## config.mk

```make
export PLATFORM = sky130hd
export DESIGN_NAME = fc_bias_requant
export DESIGN_NICKNAME = d
export VERILOG_FILES = /design/src/rtl/fc_bias_requant.sv
export SDC_FILE = /design/constraint.sdc
export NUM_CORES = 2
export LEC_CHECK = 0
export BUFFER_PORTS_ARGS = -buffer_cell sky130_fd_sc_hd__buf_2
export CAP_MARGIN = 20
export CORE_MARGIN = 4
export CORE_UTILIZATION = 37
export CTS_CLUSTER_SIZE = 25
export DETAILED_ROUTE_END_ITERATION = 16
export MAX_ROUTING_LAYER = met4
export PLACE_DENSITY_LB_ADDON = 0.1
export SLEW_MARGIN = 20
export SYNTH_ARGS = -nofsm -noshare
export SYNTH_HDL_FRONTEND = slang
export SYNTH_SLANG_ARGS = --single-unit
```

## constraint.sdc

```tcl
create_clock -name clk -period 22.9 [get_ports clk]
set_clock_uncertainty 0.15 [all_clocks]
set_input_delay 3.435 -clock clk [delete_from_list [all_inputs] [get_ports clk]]
set_output_delay 3.435 -clock clk [all_outputs]
set_load 0.02 [all_outputs]
```

## src/rtl/fc_bias_requant.sv

```systemverilog
`default_nettype none
// ============================================================================
// Module   : fc_bias_requant
// Brief    : FC-layer output stage. Per neuron: fetch int32 bias from the
//            bias ROM, add it to the MAC accumulator with saturation,
//            requantize (Q0.31 multiply, rounding shift, zero point) and emit
//            one saturated int8 activation over a valid/ready handshake.
// Config   : define FC_RELU_EN to fuse ReLU into the FC1 clamp (lower bound
//            becomes out_zp for layer FC1; FC2 keeps -128).
// Revision : 1.0 - initial release
// ============================================================================
module fc_bias_requant #(
    parameter int WIDTH     = 32,
    parameter int DEPTH     = 74,
    parameter int FC1_SIZE  = 64,
    parameter int FC2_SIZE  = 10,
    parameter int OUT_WIDTH = 8
) (
    input  logic                          clk,
    input  logic                          rst_n,
    input  logic                          start,
    input  logic                          fc_layer_select,
    input  logic signed [31:0]            quant_mult,
    input  logic        [4:0]             quant_shift,
    input  logic signed [OUT_WIDTH-1:0]   out_zp,
    input  logic signed [WIDTH-1:0]       acc_in,
    input  logic                          acc_valid,
    output logic                          acc_ready,
    output logic                          bias_read_enable,
    output logic                          bias_fc_select,
    output logic [$clog2(DEPTH)-1:0]      bias_addr,
    input  logic signed [WIDTH-1:0]       bias_in,
    output logic signed [OUT_WIDTH-1:0]   out_data,
    output logic [$clog2(FC1_SIZE)-1:0]   out_idx,
    output logic                          out_valid,
    input  logic                          out_ready,
    output logic                          busy,
    output logic                          done
);

    localparam int AW = $clog2(DEPTH);
    localparam int IW = $clog2(FC1_SIZE);
    localparam int PW = WIDTH + 32;

    localparam logic signed [WIDTH-1:0] c_SUM_MAX   = {1'b0, {(WIDTH-1){1'b1}}};
    localparam logic signed [WIDTH-1:0] c_SUM_MIN   = {1'b1, {(WIDTH-1){1'b0}}};
    localparam logic signed [31:0]      c_MULT_MIN  = 32'h8000_0000;
    localparam logic signed [PW-1:0]    c_PZERO     = '0;
    localparam logic signed [PW-1:0]    c_PONE      = PW'(64'sd1);
    localparam logic signed [PW-1:0]    c_NUDGE_POS = PW'(64'sd1073741824);
    localparam logic signed [PW-1:0]    c_NUDGE_NEG = PW'(-64'sd1073741823);
    localparam logic signed [PW-1:0]    c_TRUNC_ADJ = PW'(64'sd2147483647);
    localparam logic signed [PW-1:0]    c_H_MAX     = PW'(c_SUM_MAX);
    localparam logic signed [PW-1:0]    c_Y_MAX     = PW'({1'b0, {(OUT_WIDTH-1){1'b1}}});
    localparam logic signed [PW-1:0]    c_Y_MIN     = ~c_Y_MAX;

    typedef enum logic [2:0] {
        S_IDLE  = 3'd0,
        S_FETCH = 3'd1,
        S_WAITB = 3'd2,
        S_ACC   = 3'd3,
        S_MUL   = 3'd4,
        S_OUT   = 3'd5,
        S_DONE  = 3'd6
    } state_t;

    state_t                        state_q, state_d;
    logic                          layer_q, layer_d;
    logic        [IW-1:0]          n_q, n_d;
    logic signed [WIDTH-1:0]       bias_q, bias_d;
    logic signed [WIDTH-1:0]       sum_q, sum_d;
    logic signed [OUT_WIDTH-1:0]   y_q, y_d;

    logic signed [WIDTH:0]         w_sum_wide;
    logic signed [WIDTH-1:0]       w_sum_sat;
    logic signed [PW-1:0]          w_prod;
    logic signed [PW-1:0]          w_nudged;
    logic signed [PW-1:0]          w_h;
    logic signed [PW-1:0]          w_round;
    logic signed [PW-1:0]          w_r;
    logic signed [PW-1:0]          w_t;
    logic signed [PW-1:0]          w_lo;
    logic signed [OUT_WIDTH-1:0]   w_y;
    logic        [IW-1:0]          w_last_idx;

    assign w_last_idx = layer_q ? IW'(FC2_SIZE - 1) : IW'(FC1_SIZE - 1);

    // Bias add with one guard bit, clamped back to WIDTH on overflow
    always_comb begin
        w_sum_wide = {acc_in[WIDTH-1], acc_in} + {bias_q[WIDTH-1], bias_q};
        if (w_sum_wide[WIDTH] != w_sum_wide[WIDTH-1]) begin
            w_sum_sat = w_sum_wide[WIDTH] ? c_SUM_MIN : c_SUM_MAX;
        end else begin
            w_sum_sat = w_sum_wide[WIDTH-1:0];
        end
    end

    // Requantize the registered sum: rounding-doubling high multiply, rounding shift, zero point, clamp
    always_comb begin
        w_prod   = $signed({{32{sum_q[WIDTH-1]}}, sum_q}) *
                   $signed({{WIDTH{quant_mult[31]}}, quant_mult});
        w_nudged = w_prod + (w_prod[PW-1] ? c_NUDGE_NEG : c_NUDGE_POS);
        // Divide by 2^31 truncating toward zero: bias negatives up before the arithmetic shift
        w_h      = (w_nudged + (w_nudged[PW-1] ? c_TRUNC_ADJ : c_PZERO)) >>> 31;
        // The only product whose high half does not fit: min * min
        if ((sum_q == c_SUM_MIN) && (quant_mult == c_MULT_MIN)) begin
            w_h = c_H_MAX;
        end
        w_round  = (quant_shift == 5'd0) ? c_PZERO : (c_PONE <<< (quant_shift - 5'd1));
        w_r      = (w_h + w_round) >>> quant_shift;
        w_t      = w_r + PW'(out_zp);
`ifdef FC_RELU_EN
        w_lo     = layer_q ? c_Y_MIN : PW'(out_zp);
`else
        w_lo     = c_Y_MIN;
`endif
        if (w_t > c_Y_MAX) begin
            w_y = c_Y_MAX[OUT_WIDTH-1:0];
        end else if (w_t < w_lo) begin
            w_y = w_lo[OUT_WIDTH-1:0];
        end else begin
            w_y = w_t[OUT_WIDTH-1:0];
        end
    end

    // Next-state and datapath register updates for the per-neuron sequence
    always_comb begin
        state_d = state_q;
        layer_d = layer_q;
        n_d     = n_q;
        bias_d  = bias_q;
        sum_d   = sum_q;
        y_d     = y_q;
        case (state_q)
            S_IDLE: begin
                if (start) begin
                    layer_d = fc_layer_select;
                    n_d     = '0;
                    state_d = S_FETCH;
                end
            end
            S_FETCH: begin
                state_d = S_WAITB;
            end
            S_WAITB: begin
                bias_d  = bias_in;
                state_d = S_ACC;
            end
            S_ACC: begin
                if (acc_valid) begin
                    sum_d   = w_sum_sat;
                    state_d = S_MUL;
                end
            end
            S_MUL: begin
                y_d     = w_y;
                state_d = S_OUT;
            end
            S_OUT: begin
                if (out_ready) begin
                    if (n_q == w_last_idx) begin
                        state_d = S_DONE;
                    end else begin
                        n_d     = n_q + 1'b1;
                        state_d = S_FETCH;
                    end
                end
            end
            S_DONE: begin
                state_d = S_IDLE;
            end
            default: begin
                state_d = S_IDLE;
            end
        endcase
    end

    // State and datapath registers; async reset aborts any layer in progress
    always_ff @(posedge clk or negedge rst_n) begin
        if (!rst_n) begin
            state_q <= S_IDLE;
            layer_q <= 1'b0;
            n_q     <= '0;
            bias_q  <= '0;
            sum_q   <= '0;
            y_q     <= '0;
        end else begin
            state_q <= state_d;
            layer_q <= layer_d;
            n_q     <= n_d;
            bias_q  <= bias_d;
            sum_q   <= sum_d;
            y_q     <= y_d;
        end
    end

    assign acc_ready        = (state_q == S_ACC);
    assign bias_read_enable = (state_q == S_FETCH);
    assign bias_fc_select   = layer_q;
    assign bias_addr        = AW'(n_q);
    assign out_data         = y_q;
    assign out_idx          = n_q;
    assign out_valid        = (state_q == S_OUT);
    assign busy             = (state_q != S_IDLE);
    assign done             = (state_q == S_DONE);

endmodule
`default_nettype wire

```

==> qor.yml <==
outcome:
  status: "finished with violations"
  failed_checks: "setup timing"
yosys:
  synth_edf_count: 0
  synth_warnings: 0
  synth_cell_types: 114
  async_flop_share_pct: 100
  synthesis.instances: 6367
  syn-cell-area_um2: 53600
  ys.flop_type: "dfrtp_1"
  synth_seq_area_share_pct: 3.83
  synth-seq-cells: 82
  syn_area_per_cell_um2: 8.42
drt:
  routed_wl_mm: 173
  wire_per_inst_um: 18.8
  drc: 0
  routed_via_density: 5.06
  firstDrtPassIters: 6
  via_count: 46700
  drtAntennaViolNets: 0
  drt_iter0_drc: 2243
worst_setup_path:
  arrival_ns: 24.00
  crit_top_cell: "fa_1"
  slowest_delay_ns: 0.59
  r2r-start: "sum_q[9]$_DFFE_PN0P_"
  critPathMaxFanout: 7
  endpoint_kind: "flop"
  required_ns: 23.02
  critPathBufInv: 16
  slowest_stage: "fa_1"
  crit_type: "primary input to flop"
  crit_path_start: "quant_mult[7]"
  worstSetupStartpointType: "primary input"
  crit_family: "compound AO/OA/AOI/OAI gates"
timing:
  hold_violations: 0
  fmax_mhz: 41.9
  worst_pin_slew_ns: 1.12
  slew_headroom_pct: 25.7
  fin_ws_ns: -0.977
  finalMaxSlewViolations: 0
  layout_min_cycle_time_ns: 23.88
  hold_ws_ns: 0.365
  finalSetupViolCount: 8
  rsz0062_at_grt: "yes"
  period_share_pct: 104
layout:
  area.sequential_um2: 2050
  layout_common_cells: "inv_1, fa_1, buf_4, nand2_1, and2_1"
  drive_gt1_share_pct: 22.7
  nets: 8891
  area_growth_pct: 24.3
  nFillCells: 14300
  mostFrequentLayoutCell: "inv_1"
  fin_area_um2: 66600
  multiInputGateArea_um2: 48100
floorplan:
  die_w_um: 389
  core.rowCount: 139
  dieArea_um2: 151000
  core_um2: 144000
  ioPinCount: 142
  initial_utilization_pct: 37.3
  die_h_um: 389
clocking:
  clock_sinks: 82
  cts_max_level: 3
  clk_latency_ns: 0.38
  clockRootBuffer: "clkbuf_16"
  clk_pin_slew_worst_paths_ns: 0.07
  cts_buffer_depth: 2
  cts-buffers-inserted: 9
  ctsHoldBuffers: 0
  cts_tree: "done"
grt:
  antenna_found_initial: 9
  grt_max_degree: 66
  track_usage_pct: 24.0
  overflow: 0
  grt_pass1_vias: 50200
  grt_pass1_wl_mm: 280
place:
  io_buffers: 140
  dpl_cell_area_um2: 63500
  dpl.hpwl_mm: 146
  gp_routability_congestion: 0.904
run:
  cap_viol_max_count: 0
worst_hold_path:
  min_path_type: "flop to flop"
  hp-start: "bias_q[28]$_DFFE_PN0P_"
## sequential cells by signal, indices dropped and copies added, names as in the netlist
signal and cells:
bias_q 32, sum_q 32, out_data 8, out_idx 6
state_q 3, bias_fc_select 1
## routing by layer
metal / track usage (%) / vias up / part of all wire, %
met3: 1.83 / 156 / 3.3
met2: 41.3 / 840 / 50
met4: 3.96 / 0 / 1.7
li1: - / 22000 / -
met1: 31.5 / 23700 / 45
met5: - / - / 0
## cell usage after synthesis, types with 45 or more instances
cell	instances	area share, %
a21o_1	105	1.5
a21oi_1	256	2.4
and2_1	438	5.1
clkbuf_1	273	1.9
dfrtp_1	82	3.8
fa_1	1085	41
ha_1	376	8.8
inv_1	1120	7.8
mux2i_1	66	1.2
nand2_1	897	6.3
nand3_1	97	0.91
nand4_1	47	0.55
nor2_1	265	1.9
nor2b_1	45	0.53
nor3_1	83	0.77
o21ai_0	209	2.0
xnor2_1	142	2.3
xor2_1	87	1.4
## path summary, 6_finish.rpt
kind,slack [ns],to,depth (start not counted)
min in group asynchronous,2.79,out_idx[0]$_DFFE_PN0P_,1
min,0.36,bias_q[28]$_DFFE_PN0P_,1
min reg2reg,0.36,bias_q[28]$_DFFE_PN0P_,1
max,-0.98,out_data[2]$_DFFE_PN0P_,100
max reg2reg,1.18,out_data[2]$_DFFE_PN0P_,100
max in group asynchronous,18.55,sum_q[17]$_DFFE_PN0P_,2
## through the flow
step / std cells / util [%] / setup slack, ns / TNS [ns]
after CTS: 9195 / 45.7 / -0.881 / -6.95
after global routing: 9224 / 46.3 / -2.03 / -15.99
after floorplan: 6368 / - / -0.303 / -2.29
after detailed placement: 9083 / 44.2 / -2.71 / -21.53
after global placement: 9083 / 44.2 / -2.61 / -20.75
final: 9230 / 46.3 / -0.977 / -7.67
## kinds of logic after synthesis
group | count (synthesis) | synth area share [%]
muxes | 113 | 2.29
and+or+nand+nor | 2126 | 19.5
AOI/OAI and AO/OA | 913 | 11.0
adders and majority gates | 1471 | 49.5
other | 1 | 0.00699
DFF | 82 | 3.83
buffers and inverters | 1431 | 10.1
xor gates and xnor gates | 230 | 3.77
## final cells by class
cell class | count | share of cell area (%)
Multi-Input combinational cell | 4855 | 72.2
Timing Repair Buffer | 1243 | 14.3
Inverter | 1124 | 6.34
Tap cell | 1903 | 3.57
Sequential cell | 82 | 3.08
Clock buffer | 9 | 0.338
Clock inverter | 6 | 0.109
Antenna cell | 8 | 0.0300
## timing repair
| action | CTS | global route |
|---|---|---|
| pin swaps | 106 | 89 |
| gates cloned | 5 | 0 |
| endpoints found under the setup margin | 8 | 8 |
| resized for setup | 228 | 137 |
| setup buffers | 93 | 29 |
Power is not shown: default switching activity piles up to over one toggle a cycle in this logic, so the estimate is an artifact.
